**src/rtl/tdm_demux8.sv**
```systemverilog
// Receive side of the 8:1 TDM bit link: locks onto the frame marker, gathers one
// bit per slot and presents each completed frame in parallel with a valid strobe.
module tdm_demux8 #(
    parameter int N  = 8,
    parameter int SW = 3,
    parameter int EW = 4
) (
    input  logic          clk,
    input  logic          rst_n,
    input  logic          inD,
    input  logic          inEn,
    input  logic          inFrame,
    input  logic          inClr,
    output logic [N-1:0]  Y,
    output logic          outValid,
    output logic          outLock,
    output logic [SW-1:0] outSlot,
    output logic          outErr,
    output logic [EW-1:0] outErrCnt
);

    typedef enum logic {HUNT, RUN} state_t;

    localparam logic [SW-1:0] LAST_SLOT = SW'(N - 1);

    state_t        state, stateNext;
    logic [N-1:0]  hold, holdNext;
    logic [N-1:0]  yNext;
    logic          validNext;
    logic [SW-1:0] slotNext;
    logic          errFlag;
    logic          errNext;
    logic [EW-1:0] cntNext;

    always_ff @(posedge clk or negedge rst_n) begin
        if (!rst_n) begin
            state     <= HUNT;
            hold      <= '0;
            Y         <= '0;
            outValid  <= 1'b0;
            outSlot   <= '0;
            outErr    <= 1'b0;
            outErrCnt <= '0;
        end else begin
            state     <= stateNext;
            hold      <= holdNext;
            Y         <= yNext;
            outValid  <= validNext;
            outSlot   <= slotNext;
            outErr    <= errNext;
            outErrCnt <= cntNext;
        end
    end

    always_comb begin
        stateNext = state;
        holdNext  = hold;
        yNext     = Y;
        validNext = 1'b0;
        slotNext  = outSlot;
        errFlag   = 1'b0;
        if (inEn) begin
            unique case (state)
                HUNT: begin
                    if (inFrame) begin
                        holdNext[0] = inD;
                        slotNext    = SW'(1);
                        stateNext   = RUN;
                    end
                end
                RUN: begin
                    if (inFrame && outSlot != '0) begin
                        // Early marker: drop the partial frame and restart on it.
                        errFlag     = 1'b1;
                        holdNext    = '0;
                        holdNext[0] = inD;
                        slotNext    = SW'(1);
                    end else if (!inFrame && outSlot == '0) begin
                        errFlag   = 1'b1;
                        stateNext = HUNT;
                        slotNext  = '0;
                    end else begin
                        holdNext[outSlot] = inD;
                        slotNext          = outSlot + SW'(1);
                        if (outSlot == LAST_SLOT) begin
                            yNext     = holdNext;
                            validNext = 1'b1;
                        end
                    end
                end
                default: stateNext = HUNT;
            endcase
        end
    end

    // A new error on the same edge as inClr takes precedence over the clear.
    always_comb begin
        errNext = outErr;
        cntNext = outErrCnt;
        if (errFlag) begin
            errNext = 1'b1;
            if (inClr)
                cntNext = EW'(1);
            else if (outErrCnt != '1)
                cntNext = outErrCnt + EW'(1);
        end else if (inClr) begin
            errNext = 1'b0;
            cntNext = '0;
        end
    end

    assign outLock = (state == RUN);

endmodule

```
**config.mk**
```make
export PLATFORM = sky130hd
export DESIGN_NAME = tdm_demux8
export DESIGN_NICKNAME = d
export VERILOG_FILES = /design/src/rtl/tdm_demux8.sv
export SDC_FILE = /design/constraint.sdc
export NUM_CORES = 1
export LEC_CHECK = 0
export BUFFER_PORTS_ARGS = -buffer_cell sky130_fd_sc_hd__buf_2
export CORE_ASPECT_RATIO = 1.25
export CORE_MARGIN = 8
export CORE_UTILIZATION = 25
export CTS_CLUSTER_SIZE = 25
export DETAILED_ROUTE_END_ITERATION = 8
export MAX_ROUTING_LAYER = met4
export PLACE_DENSITY = 0.5
export SYNTH_ARGS = -nofsm -noshare
export SYNTH_HDL_FRONTEND = slang
export SYNTH_SLANG_ARGS = --single-unit
export TNS_END_PERCENT = 20
```
**constraint.sdc**
```tcl
create_clock -name clk -period 2.3 [get_ports clk]
set_clock_uncertainty 0.1 [all_clocks]
set_input_delay 0.115 -clock clk [delete_from_list [all_inputs] [get_ports clk]]
set_output_delay 0.115 -clock clk [all_outputs]
set_load 0.05 [all_outputs]
```
Yosys cells after proc, flatten, opt, wreduce, memory -nomap -nowiden
Cells that the tools add are included.
{"block": "classes", "n_addsub": 2, "multipliers": 0, "div_mod_pow": 0, "n_lt_le_gt_ge": 2, "eq_ne": 5, "shifts": 0, "muxes": 30, "bitwise": 3, "n_reduce_logical": 13}
{"cell": "1-bit 2-to-1 mux", "n": 16}
{"cell": "4-bit 2-to-1 mux", "n": 4}
{"cell": "8-bit 2-to-1 mux", "n": 2}
{"cell": "3-bit 2-to-1 mux", "n": 3}
{"cell": "8-bit bitwise mux", "n": 1}
{"cell": "3-bit case mux with 2 select lines", "n": 1}
{"cell": "3-bit AND reduction", "n": 2}
{"cell": "5-bit AND reduction", "n": 1}
{"cell": "4-bit by 1-bit adder with 4-bit output, second input constant", "n": 1}
{"cell": "3-bit by 4-bit less-than comparator with 1-bit output, second input constant", "n": 1}
{"cell": "2-bit inequality test, second input constant", "n": 2}
{"cell": "4-bit inequality test, second input constant", "n": 1}
{"cell": "1-bit case mux with 2 select lines", "n": 2}
{"cell": "2-bit AND reduction", "n": 2}
{"cell": "2-bit nonzero test", "n": 2}
{"cell": "3-bit by 1-bit adder with 3-bit output, second input constant", "n": 1}
{"cell": "1-bit demux with 3-bit select", "n": 1}
{"cell": "3-bit == test, second input constant", "n": 1}
{"cell": "3-bit by 1-bit >= comparator with 1-bit output, second input constant", "n": 1}
{"cell": "1-bit logical AND", "n": 3}
{"cell": "3-bit logical NOT", "n": 1}
{"cell": "3-bit inequality test, second input constant", "n": 1}
{"cell": "1-bit inverter", "n": 3}
{"cell": "3-bit nonzero test", "n": 1}
{"cell": "1-bit logical NOT", "n": 1}
{"block": "totals", "ff_bits": 26, "latchBits": 0, "ramBits": 0, "romBits": 0, "input_bits": 6, "output_inout_bits": 18, "memories": 0}

Depth between registers and ports, before layout
Gate-level depths: netlist of the first run.
{"block": "depth", "word_depth": 8, "ltp_mapped": 10}

Worst setup path before layout of the first run
No wires, ideal clock.
{"block": "synth_path", "path_type": "register to register", "from": "reg outSlot[0]", "to": "reg outErrCnt[3]", "setup_time_ps": 144, "arrival_ps": 2236, "required_time_ps": 2056, "slack_ps": -180, "path_stages_with_launch": 10, "cell_sequence": "dfrtp_1 buf_2 inv_1 ha_1 nand2b_1 inv_1 ha_1 nand3b_1 o311ai_0 o41ai_1"}
{"block": "synth_via", "elab_chain_cells": 8, "elab_cells_between_ends": 11}
{"element": "start, declared", "line": "17", "rtl": "output logic [SW-1:0] outSlot,"}
{"element": "start signal, assigned", "line": "49", "rtl": "outSlot <= slotNext;"}
{"element": "3-bit logical NOT", "line": "78", "rtl": "end else if (!inFrame && outSlot == '0) begin"}
{"element": "1-bit logical AND", "line": "78"}
{"element": "1-bit 2-to-1 mux", "line": "78"}
{"element": "1-bit 2-to-1 mux (*)", "line": "72", "rtl": "if (inFrame && outSlot != '0) begin"}
{"element": "1-bit 2-to-1 mux (*)", "line": "63", "rtl": "unique case (state)"}
{"element": "1-bit 2-to-1 mux (*)", "line": "62", "rtl": "if (inEn) begin"}
{"element": "2-bit nonzero test (no line)"}
{"element": "2-bit AND reduction (no line)"}
{"element": "end signal, assigned", "line": "51", "rtl": "outErrCnt <= cntNext;"}
{"element": "end, declared", "line": "19", "rtl": "output logic [EW-1:0] outErrCnt"}
Mark *: on every way between the ends. The rest lies on a longest branch, timed or not.
A chain may end at the register's enable or synchronous reset.

Worst setup path in the final report of the first run
Ends and elaborated chain as after synthesis.

==> run_results.csv, run 1 <==
group,metric,value,unit
status,status,"finished, final reports clean",
yosys,ys_ff_latch,26,
worst_setup_path,crit_path_end_kind,"flop",
cells_and_area,syn2layout_area_growth,20.9,%
yosys,synth.top_cell.area_share,48.3,%
yosys,synth.most_common_cell,"dfrtp_1",
yosys,async_flop_share,100,%
drt,viasPerCell,4.63,
yosys,post-synth-top-area-cell,"dfrtp_1",
floorplanning,core_area,5330,µm²
cts,holdBufCountCts,2,
drt,route.detailed.drc,0,
yosys,ys_top_cells_by_area,"dfrtp_1, o21ai_0, ha_1, mux2i_1, nand2_1",
worst_setup_path,cpMaxStageDelayCell,"dfrtp_2",
yosys,yosys_warnings,0,
worst_setup_path,crit_path_start_kind,"flop",
cells_and_area,final_cell_area,1630,µm²
grt,grt.total_usage,7.95,%
worst_setup_path,cp_data_required_time,2340,ps
cts,cts_max_level,1,
cts,clk_path_buf_depth,2,
worst_setup_path,path_buf_inv,2,
yosys,synth-main-ff-cell,"dfrtp_1",
cts,clock-sinks,26,
drt,routed_wl,2.98,mm
cts,cts_tree,"yes",
timing,clock.fmax,477,MHz
grt,grt_max_degree,27,
power,report.power.total,2030,µW
hold_path,hp-class,"input port to flop",
drt,drt_iter0_markers,40,
placed_design,portBuffers,23,
worst_setup_path,critical_path.top_delay_family,"adder cells",
yosys,seq_area_frac_synth,48.3,%
placed_design,gp_congestion,0.708,
cts,cts_setup_buffers,0,
placed_design,place_area,1540,µm²
worst_setup_path,crit_type,"flop to flop",
timing,min_period,2100,ps
cells_and_area,antenna_cells,0,
yosys,ys_types,34,
timing,relSlewSlack,59.5,%
drt,drt-pass1-iter-count,4,
timing,finalCritPeriodShare,91.1,%
yosys,syn_inst,133,
cts,numCtsBuffers,3,
floorplanning,fp.dieW,81.6,µm
job,max-cap-violations,0,
cts,path_clk_slew,90,ps
yosys,synth_edf_count,0,
placed_design,dp_hpwl,2.18,mm
worst_setup_path,max_stage_delay,370,ps
timing,whs,62.8,ps
timing,tightest_slew,608,ps
cts,post_cts_resized,0,
worst_setup_path,worstPathMaxFanout,7,
worst_setup_path,worst_ep_arrival_time,2130,ps
power,peakVddDrop,0.000481,V
worst_setup_path,crit_chain,"inv_1 > ha_1 > nand2b_1 > inv_1 > ha_1 > nand3b_1 > o311ai_0 > o41ai_1",
yosys,synth_nets,146,
drt,ant_nets,0,
power,p_leak,0.000787,µW
timing,setup_viol,0,
floorplanning,die_y,98.0,µm
timing,hold_viol,0,
cells_and_area,drive_above_1_share,23.1,%
floorplanning,boundaryPins,24,
floorplanning,die_area,8000,µm²
yosys,yosys-top-cells-count,"dfrtp_1, o21ai_0, nand2_1",
grt,grt_pass1_wl,5.07,mm
timing,maxSlewViolCount,0,
cts,clk_latency,270,ps
floorplanning,initial_core_util,25.3,%
floorplanning,rows,30,
grt,antenna_found_initial,0,
grt,grt_pass1_vias,1042,
cts,clock-root-buffer,"clkbuf_8",
yosys,avgSynthCellArea,10.1,µm²
drt,num_vias,1038,
power,power.density,1250,nW/µm²
grt,grt_overflow_total,0,
yosys,synth_area,1350,µm²
timing,rsz0062_at_grt,"false",
cells_and_area,layout.nets,174,
timing,tns,0,ps
drt,wire_per_inst,13.3,µm
[logic make-up after synthesis]
kind of cell / share of synthesized area, %
adders and majority gates: 6.51
AOI/OAI and AO/OA: 15.0
buffers and inverters: 5.30
and+or+nand+nor: 19.0
DFF: 48.3
muxes: 5.95
[state kept, by name (all words and copies together) (netlist names)]
name       count
outValid       1
outSlot        3
outErrCnt      4
hold           8
Y              8
outLock        1
outErr         1
[final cells by class]
type / count / area [µm²]
Sequential cell: 26 / 653
Multi-Input combinational cell: 93 / 624
Timing Repair Buffer: 30 / 173
Clock buffer: 3 / 41.3
Clock inverter: 1 / 30.0
Fill cell: 556 / 3700
Tap cell: 64 / 80.1
Inverter: 7 / 26.3
[cells in the final DEF, fill, tap and decap left out, types with 2 or more instances in the layout]
cell,synthesis,layout
buf_4,0,5
o311ai_0,3,3
dlygate4sd3_1,0,2
clkbuf_8,0,3
or3_1,2,2
buf_2,3,23
a21oi_1,4,4
mux2i_1,8,8
nand3b_1,4,4
o21ai_0,18,18
nand3_1,3,3
a22o_1,2,2
nand2b_1,2,2
dfrtp_2,0,2
nor2_1,3,3
nor3_1,3,3
o31ai_1,2,2
dfrtp_1,26,24
nand2_1,15,15
nor3b_1,3,3
inv_1,7,7
ha_1,7,7
[routing by layer]
metal  vias up  part of all wire (%)  routed length, µm  track usage (%)
met5         -                     0                  0                -
met2        17                    47               1410             13.1
li1        526                     -                  -                -
met4         0                     0                  0             1.22
met1       495                    48               1410             9.70
met3         0                   5.1                151             1.93
[path summary, 6_finish.rpt]
| check | startpoint | to | slack, ps | depth (start not counted) |
|---|---|---|---|---|
| max in group asynchronous | rst_n | outSlot[0] | 1390 | 2 |
| min | inEn | outLock | 60 | 2 |
| min in group asynchronous | rst_n | Y[4] | 280 | 2 |
| min reg2reg | Y[5] | Y[5] | 380 | 2 |
| max | outSlot[0] | outErrCnt[3] | 200 | 8 |
| max reg2reg | outSlot[0] | outErrCnt[3] | 200 | 8 |
[stage by stage]
step / std cells / utilization, % / setup slack, ps
after global routing: 224 / 30.5 / 42.0
after detailed placement: 218 / 28.8 / 206
after global placement: 218 / 28.8 / 299
after floorplan: 133 / - / 3.82
after CTS: 224 / 30.5 / 207
final: 224 / 30.5 / 205
[report_power, final]
| part | internal [µW] | leakage [µW] | switching (µW) | total, µW |
|---|---|---|---|---|
| clock | 233 | 0.0000357 | 146 | 378 |
| combinational | 314 | 0.000406 | 658 | 972 |
| sequential | 586 | 0.000345 | 91.8 | 678 |
| total | 1130 | 0.000787 | 896 | 2030 |
Note: power is estimated with default switching activity, not from simulation.
==> inputs of run 2 (changes only) <==
--- a/config.mk
+++ b/config.mk
@@ -5,6 +5,7 @@
 export SDC_FILE = /design/constraint.sdc
 export NUM_CORES = 1
 export LEC_CHECK = 0
+export ABC_AREA = 1
 export BUFFER_PORTS_ARGS = -buffer_cell sky130_fd_sc_hd__buf_2
 export CORE_ASPECT_RATIO = 1.25
 export CORE_MARGIN = 8
==> run_results.csv, run 2 <==
group,metric,value,unit
timing,relSlewSlack,60.0,%
worst_setup_path,worstPathMaxFanout,9,
yosys,synth-compound-area-share,5.84,%
floorplanning,fp.dieW,82.2,µm
grt,grt_pass1_vias,1196,
yosys,synth_top_family_by_area,"simple AND/OR/NAND/NOR gates",
yosys,synth_area,1370,µm²
cts,cts_tree,"yes",
timing,clock.fmax,489,MHz
cts,numCtsBuffers,3,
yosys,synth-simple-area-share,34.7,%
timing,hold_viol,0,
floorplanning,rows,30,
drt,drt_iter0_markers,70,
timing,finalCritPeriodShare,88.8,%
drt,ant_nets,0,
floorplanning,die_y,98.8,µm
cells_and_area,multiInputGateArea,643,µm²
worst_setup_path,timing.rr.start,"outSlot[1]",
grt,antenna_found_initial,0,
cts,cts_setup_buffers,0,
hold_path,hp-class,"input port to flop",
placed_design,dp_cells,263,
yosys,syn_inst,176,
worst_setup_path,r2r_cells,10,
timing,setup_viol,0,
cells_and_area,fin_cells,268,
power,power.density,1280,nW/µm²
worst_setup_path,crit_type,"flop to flop",
power,peakVddDrop,0.000410,V
yosys,avgSynthCellArea,7.78,µm²
yosys,synth_edf_count,0,
timing,min_period,2040,ps
timing,tightest_slew,600,ps
yosys,synth-main-ff-cell,"dfrtp_1",
worst_setup_path,timing.rr.end,"Y[5]",
cells_and_area,final_common_cell,"nand2_1",
grt,grt_pass1_wl,5.63,mm
yosys,synthXorXnorAreaFrac,0,%
cells_and_area,drive_above_1_share,17.6,%
timing,maxSlewViolCount,0,
cts,clock-root-buffer,"clkbuf_8",
yosys,seq_area_frac_synth,47.5,%
worst_setup_path,cp-endpoint,"Y[5]",
worst_setup_path,startpoint,"outSlot[1]",
floorplanning,boundaryPins,24,
worst_setup_path,crit_path_start_kind,"flop",
grt,grt.total_usage,9.22,%
cts,clock-sinks,26,
cells_and_area,reg_top3,"Y x8, hold x8, outErrCnt x4",
drt,wire_per_inst,12.5,µm
yosys,synth.top_cell.area_share,47.5,%
worst_setup_path,worst_ep_arrival_time,2130,ps
drt,viasPerCell,4.50,
cells_and_area,syn2layout_area_growth,20.5,%
cells_and_area,mostFrequentLayoutCells,"nand2_1, dfrtp_1, nand3_1",
worst_setup_path,cp_data_required_time,2380,ps
yosys,async_flop_share,100,%
cells_and_area,n_fill_cell,591,
worst_setup_path,crit_path_end_kind,"flop",
job,max-cap-violations,0,
yosys,yosys-top-cells-count,"nand2_1, dfrtp_1, nand3_1",
yosys,yosys_warnings,0,
power,report.power.total,2110,µW
placed_design,gp_congestion,0.838,
yosys,synth_mux_area_share,0,%
cts,post_cts_resized,0,
timing,tns,0,ps
cells_and_area,layout.nets,218,
grt,grt_overflow_total,0,
placed_design,dp_hpwl,2.54,mm
cells_and_area,register_area,653,µm²
timing,rsz0062_at_grt,"false",
yosys,synth.most_common_cell,"nand2_1",
yosys,synth_fa_ha_area_share,6.39,%
grt,grt_max_degree,27,
cts,holdBufCountCts,1,
placed_design,portBuffers,23,
worst_setup_path,r2r_slack,260,ps
placed_design,place_area,1570,µm²
cells_and_area,final_cell_area,1650,µm²
yosys,synth_nets,189,
cts,clk_path_buf_depth,2,
yosys,ys_ff_latch,26,
cells_and_area,antenna_cells,0,
cts,path_clk_slew,100,ps
drt,routed_wl,3.35,mm
drt,drt-pass1-iter-count,4,
drt,num_vias,1207,
yosys,ys_types,20,
floorplanning,die_area,8120,µm²
floorplanning,core_area,5370,µm²
drt,route.detailed.drc,0,
cts,clk_latency,280,ps
cts,cts_max_level,1,
floorplanning,initial_core_util,25.5,%
yosys,post-synth-top-area-cell,"dfrtp_1",
yosys,ys_top_cells_by_area,"dfrtp_1, nand2_1, nand3_1, ha_1, inv_1",
timing,whs,107,ps
status,status,"finished, final reports clean",
power,p_leak,0.000896,µW
[run 2: changes by cell type in the layout (fill, tap and decap cells not counted), sizes merged, moves of 3 or more]
cell,change
nand3b,-4
nor2,+7
buf,-4
nor3b,-3
o21ai,-5
nand3,+21
nand2,+51
inv,+11
mux2i,-8
a21oi,-4
o311ai,-3
[run 2: power by group]
group,internal (µW),switching (µW),total [µW],leakage (µW)
Clock,233,163,396,0.0000357
Combinational,269,743,1010,0.000516
Sequential,593,109,703,0.000345
Total,1100,1020,2110,0.000896
[run 2: kinds of logic after synthesis]
group	count (synthesis)
AND/OR/NAND/NOR	108
buffers and inverters	20
adder cells (fa/ha/maj)	7
flip-flops	26
AO/OA/AOI/OAI	15
[run 2: worst min-delay path by stage]
| stage | from | to | slack, ps | cells after the start |
|---|---|---|---|---|
| 6_report | inFrame | outLock | 110 | 5 |
| 5_1_grt | inFrame | outLock | 140 | 5 |
| 4_1_cts | inFrame | outLock | 110 | 5 |
| 3_5_place_dp | rst_n | outErr | 70 | 1 |
| 3_3_place_gp | rst_n | outErrCnt[0] | 80 | 1 |
| 2_1_floorplan | rst_n | Y[0] | -280 | 0 |
[run 2: area by class of cell]
cell class,instances,area share (%)
multi-input cells,130,38.9
clock inverters,1,1.82
inverters,19,4.32
flip-flops and latches,26,39.5
clock buffers,3,2.50
repair buffers,25,8.03
well taps,64,4.85
[run 2: layer usage]
layer	routed length (µm)	track usage, %	share of wire (%)	vias up
met5	0	-	0	-
met3	169	1.91	5.0	4
li1	-	-	-	624
met2	1590	14.1	47	29
met1	1550	11.3	46	550
met4	46	4.07	1.4	0
[run 2: metrics by stage]
step | setup slack (ps) | util, %
floorplan | 61.4 | -
global placement | 310 | 29.3
detailed placement | 245 | 29.3
CTS | 238 | 30.8
global route | 56.6 | 30.8
finish | 257 | 30.8
[run 2: worst max-delay path, cell delays in order, from the launching register on]
cell	delay (ps)
dfrtp_2	450
inv_1	110
ha_1	190
nand2_1	80
inv_1	60
ha_1	290
inv_1	70
nor3_4	310
inv_2	140
nand2_1	90
nand2_1	50
